==> src/rtl/cpu_pkg.sv <==
// Shared definitions for the fetch/address stage.
//   JMP_*      : jmp_mux encodings for the PC next-value select
//   CPU_ADDR_W : default address width (PC, MR, memory address)
//   CPU_DATA_W : default data width (memory data, IR)
package cpu_pkg;

  localparam logic [1:0] JMP_INC  = 2'b00;  // PC + 1
  localparam logic [1:0] JMP_ABS  = 2'b01;  // absolute target from memory
  localparam logic [1:0] JMP_RELN = 2'b10;  // PC - mag
  localparam logic [1:0] JMP_RELP = 2'b11;  // PC + mag

  localparam int unsigned CPU_ADDR_W = 8;
  localparam int unsigned CPU_DATA_W = 8;

endpackage

==> src/rtl/pc_next_gen.sv <==
// Combinational next-PC generator.
//   pc        : current program counter
//   jmp_mux   : next-value select (JMP_* encodings)
//   instr_lo  : IR[2:0], relative jump magnitude
//   mem_rdata : memory read data, low ADDR_W bits (absolute target)
//   next_pc   : candidate PC, modulo 2^ADDR_W
module pc_next_gen
  import cpu_pkg::*;
#(
  parameter int unsigned ADDR_W = CPU_ADDR_W
) (
  input  logic [ADDR_W-1:0] pc,
  input  logic [1:0]        jmp_mux,
  input  logic [2:0]        instr_lo,
  input  logic [ADDR_W-1:0] mem_rdata,
  output logic [ADDR_W-1:0] next_pc
);

  logic [ADDR_W-1:0] mag;

  always_comb begin
    mag       = '0;
    mag[2:0]  = instr_lo;
    unique case (jmp_mux)
      JMP_INC:  next_pc = pc + ADDR_W'(1);
      JMP_ABS:  next_pc = mem_rdata;
      JMP_RELN: next_pc = pc - mag;
      JMP_RELP: next_pc = pc + mag;
      default:  next_pc = pc;
    endcase
  end

endmodule

==> src/rtl/fetch_unit.sv <==
// Instruction-fetch and address stage: PC, IR, MR, retired-instruction
// counter and PC breakpoint flag. Sequenced by the controller strobes.
//   clk, reset      : rising-edge clock, async active-low reset
//   ir_load/mr_load : load IR / MR from mem_rdata
//   pc_load/jmp_mux : update PC with the selected next value
//   mem_inst        : memory address select (1 = PC, 0 = MR)
//   mem_rdata       : memory read data (combinational on mem_addr)
//   bp_en/bp_addr   : breakpoint enable and PC match value
//   mem_addr        : memory address (combinational)
//   instr, pc, mr   : IR, PC, MR contents
//   instr_count     : IR loads since reset (wrapping)
//   bp_hit          : one-cycle pulse after PC is loaded with bp_addr
module fetch_unit
  import cpu_pkg::*;
#(
  parameter int unsigned           ADDR_W   = CPU_ADDR_W,
  parameter int unsigned           DATA_W   = CPU_DATA_W,
  parameter logic [ADDR_W-1:0]     RESET_PC = '0,
  parameter int unsigned           CNT_W    = 16
) (
  input  logic              clk,
  input  logic              reset,
  input  logic              ir_load,
  input  logic              mr_load,
  input  logic              pc_load,
  input  logic [1:0]        jmp_mux,
  input  logic              mem_inst,
  input  logic [DATA_W-1:0] mem_rdata,
  input  logic              bp_en,
  input  logic [ADDR_W-1:0] bp_addr,
  output logic [ADDR_W-1:0] mem_addr,
  output logic [DATA_W-1:0] instr,
  output logic [ADDR_W-1:0] pc,
  output logic [ADDR_W-1:0] mr,
  output logic [CNT_W-1:0]  instr_count,
  output logic              bp_hit
);

  logic [ADDR_W-1:0] pc_q, pc_d, next_pc;
  logic [DATA_W-1:0] ir_q, ir_d;
  logic [ADDR_W-1:0] mr_q, mr_d;
  logic [CNT_W-1:0]  cnt_q, cnt_d;
  logic              bp_hit_q, bp_hit_d;

  pc_next_gen #(
    .ADDR_W (ADDR_W)
  ) u_pc_next_gen (
    .pc        (pc_q),
    .jmp_mux   (jmp_mux),
    .instr_lo  (ir_q[2:0]),
    .mem_rdata (mem_rdata[ADDR_W-1:0]),
    .next_pc   (next_pc)
  );

  always_comb begin
    pc_d     = pc_q;
    ir_d     = ir_q;
    mr_d     = mr_q;
    cnt_d    = cnt_q;
    // Match is taken on the value being loaded, so a PC that merely
    // sits on bp_addr never re-triggers.
    bp_hit_d = pc_load && bp_en && (next_pc == bp_addr);
    if (pc_load) pc_d = next_pc;
    if (ir_load) begin
      ir_d  = mem_rdata;
      cnt_d = cnt_q + CNT_W'(1);
    end
    if (mr_load) mr_d = mem_rdata[ADDR_W-1:0];
  end

  always_ff @(posedge clk or negedge reset) begin
    if (!reset) begin
      pc_q     <= RESET_PC;
      ir_q     <= '0;
      mr_q     <= '0;
      cnt_q    <= '0;
      bp_hit_q <= 1'b0;
    end else begin
      pc_q     <= pc_d;
      ir_q     <= ir_d;
      mr_q     <= mr_d;
      cnt_q    <= cnt_d;
      bp_hit_q <= bp_hit_d;
    end
  end

  assign mem_addr    = mem_inst ? pc_q : mr_q;
  assign instr       = ir_q;
  assign pc          = pc_q;
  assign mr          = mr_q;
  assign instr_count = cnt_q;
  assign bp_hit      = bp_hit_q;

endmodule

==> config.mk <==
export PLATFORM = sky130hd
export DESIGN_NAME = fetch_unit
export DESIGN_NICKNAME = d
export VERILOG_FILES = /design/src/rtl/cpu_pkg.sv /design/src/rtl/pc_next_gen.sv /design/src/rtl/fetch_unit.sv
export SDC_FILE = /design/constraint.sdc
export NUM_CORES = 1
export LEC_CHECK = 0
export ABC_AREA = 0
export BUFFER_PORTS_ARGS = -buffer_cell sky130_fd_sc_hd__buf_2
export CAP_MARGIN = 25
export CORE_MARGIN = 2
export CORE_UTILIZATION = 50
export DETAILED_ROUTE_END_ITERATION = 10
export PLACE_DENSITY = 0.9
export SYNTH_ARGS = -nofsm -noshare
export SYNTH_HDL_FRONTEND = slang
export SYNTH_SLANG_ARGS = --single-unit
==> constraint.sdc <==
create_clock -name clk -period 2.7 [get_ports clk]
set_input_delay 0.27 -clock clk [delete_from_list [all_inputs] [get_ports clk]]
set_output_delay 0.27 -clock clk [all_outputs]
set_load 0.1 [all_outputs]
==> reports/results.txt <==
Post-Syn Area: 2390 µm²
top cell type's share of synthesized area: 42.9%
first-pass GRT wire length: 9250 µm
Slew HR: 37.8%
slew at the pin closest to its max-slew limit: 932 ps
antenna viol nets, final: 0
top post-synthesis cells by area: dfrtp_1 (43%), mux2_2 (10%), xnor2_1 (7.3%)
Final Max Slew Viols: 0
skew final: 3.82 ps
Hold Fails Final Rpt: 0
Initial DRT Pass Iterations: 4
Placement Rows: 25
Die Span X: 73.2 µm
sequential-to-total area share from yosys stat: 42.9%
via count: 1981
M3 GR Usage: 6.22%
pin count of the biggest net entering global routing: 42
CTS max path bufs: 2
clk slew on worst S/H paths: 80 ps
delay-heaviest family, CP: adder cells
busiest grt layer: met2
Synth Area in Adders: 6.06%
crit path DAT: 2900 ps
CP Class: register to register
Hold Crit Class: input port to asynchronous set/reset pin
Hold Buf Count CTS: 0
FFs w/ async S/R, synth: 100%
initial antenna violation count: 0
Finished Layout Cells: 352
RePlAce Congestion: 0.864
most frequent cell on the critical path: mux2i_1
share of cells above drive strength 1: 45.3%
clk_lat worst skew: 290 ps
largest family of logic cells by synthesized area: simple AND/OR/NAND/NOR gates
vias in the first global route: 1958
area leader, netlist: dfrtp_1
met1 Track Usage GR: 31.3%
Period Utilization, post-route: 99.6%
Req. time, crit path: 2910 ps
DP Wirelength: 4230 µm
Residual DRC: 0
multiplexer share of the synthesized area: 13.4%
Pwr Density: 1240 nW/µm²
VDD IR max: 0.000853 V
top achievable clock speed: 372 MHz
number of flops mapped to enable cells by yosys: 0
CP Capture Type: register
H-tree levels: 2
Max stage delay on crit path: 500 ps
DP Worst Slack: -6.34 ps
Design Power: 3.78 mW
Die Footprint: 5360 µm²
Post-Synthesis Cells: 223
unrepaired setup endpoints after global routing: true
outcome: finished, final reports clean
Slowest cell on crit path: dfrtp_4
most common flop cell mapped by yosys: dfrtp_1
grt met2 use: 35.4%
crit-path max FO: 3
Starting Density: 51.4%
number of synthesized register bits: 41
syn_nets: 259
TritonCTS clock tree: yes
setup ws final: 11.6 ps
Tot GR Track Use: 22.9%
Filler Cells Inserted: 370
storage element area: 1040 µm²
port bufs: 73
Vias/cell: 5.63
Setup Viol. Count Final: 0
Synth Area in Compound Gates: 7.68%
Netlist cell types: 36
post-synthesis simple-gate area fraction: 14.2%
boundary pin count: 74
max-cap viol count: 0
Leak: 1.44 nW
Area Growth Syn to Fin: 27.1%
Multi-input gate area: 1380 µm²
Placed Cells: 341
crit path cell chain: inv_4 > ha_4 > mux2i_1 > nor2b_2 > fa_2 > xor2_1 > mux2i_1 > xnor2_1 > a21oi_2 > o221ai_2 > nor4b_4
post-synthesis xor/xnor area fraction: 11.9%
Layout Nets: 333
wire length per cell: 16.8 µm
worst path bufs/invs: 1
Die Y: 73.2 µm
Root Driver: clkbuf_8
startpoint types: register
number of diodes: 0
R2R depth: 11
critical path depth: 11
GRT overflow: 0
Synth Warn #: 0
min Tclk post-route: 2690 ps
Synth Area per Inst: 10.7 µm²
total CTS buffers: 5
1st-iter DRT viols: 108
clock sink total: 41
total routed wirelength: 5900 µm
Std-Cell Core Area: 4660 µm²
worst register-to-register path: cells and delay by family (launching register included):
family                   cells  cell delay (ps)
AO/OA/AOI/OAI                2              300
XOR/XNOR                     2              310
adder cells (fa/ha/maj)      2              610
buffers and inverters        1               80
flip-flops                   1              500
multiplexers                 2              420
AND/OR/NAND/NOR              2              380
flip-flops by register name, summed over array words and instances, names as in the netlist:
| register | cells |
|---|---|
| bp_hit | 1 |
| instr | 8 |
| instr_count | 16 |
| mr | 8 |
| pc | 8 |
power by group:
part	leakage (nW)	switching, mW	internal (mW)
sequential	0.495	0.141	0.743
clock	0.0574	0.216	0.301
combinational	0.891	1.77	0.606
layout make-up:
cell class              count  share of cell area, %
well taps                  54                   2.22
inverters                  11                   1.52
repair buffers             76                   12.7
flip-flops and latches     41                   34.1
multi-input cells         162                   45.5
clock buffers               6                   2.71
clock inverters             2                   1.23
layout by cell type (no fill, tap or decap), types with 4 or more instances in the layout:
master    count
a21oi_1       4
a31oi_1       6
and3_1        5
buf_2        73
clkbuf_8      6
dfrtp_1      38
ha_1          6
inv_1         9
mux2_2       22
mux2i_1       5
nand2_1      21
nand3_1       9
nor2_1        9
nor3_1        7
o21ai_0       5
xnor2_1      18
xor2_1       10
kinds of logic after synthesis:
group                      Yosys count
xor gates and xnor gates            31
and+or+nand+nor                     66
muxes                               28
buffers and inverters               20
adders and majority gates           11
AOI/OAI and AO/OA                   26
DFF                                 41
timing repair:
action,4_1_cts,5_1_grt
gates cloned,0,0
setup buffers,0,3
setup endpoints to repair,1,2
gates resized for setup,2,16
hold endpoints to repair,0,0
pin swaps,1,7
routing by layer:
layer  share of wire, %  up-vias
met2                 49       66
li1                   -      921
met3                6.5        7
met1                 43      987
met5                  0        -
met4                1.1        0
Yosys cell counts (3+ instances only):
cell type / instances
clkbuf_1: 6
nor2_1: 10
mux2_2: 22
ha_1: 10
a21oi_1: 7
xor2_1: 10
o21ai_0: 5
dfrtp_1: 41
nor3_1: 7
xnor2_1: 20
mux2i_1: 5
nand2_1: 21
inv_1: 11
nand4_1: 3
nand2b_1: 3
and3_1: 5
nand3_1: 10
a31oi_1: 6
final timing paths:
kind | start | to | slack, ps
hold / removal | reset | instr_count[12]$_DFFE_PN0P_ | 110
max in group asynchronous | reset | instr[1]$_DFFE_PN0P_ | 1910
setup / recovery | instr[1]$_DFFE_PN0P_ | bp_hit$_DFF_PN0_ | 10
setup reg to reg | instr[1]$_DFFE_PN0P_ | bp_hit$_DFF_PN0_ | 10
min in group clk | mem_rdata[2] | mr[2]$_DFFE_PN0P_ | 240
hold reg to reg | instr_count[15]$_DFFE_PN0P_ | instr_count[15]$_DFFE_PN0P_ | 470
stage by stage:
step | TNS (ps) | hold slack [ps] | util (%) | instance area [µm²]
5_1_grt | -88.6 | 169 | 65.3 | 3040
2_1_floorplan | 0 | -25.6 | - | 2430
4_1_cts | 0 | 133 | 63.1 | 2940
3_5_place_dp | -6.34 | 460 | 60.3 | 2810
6_report | 0 | 110 | 65.3 | 3040
3_3_place_gp | 0 | 451 | 60.3 | 2810
(Power assumes the default switching activity.)
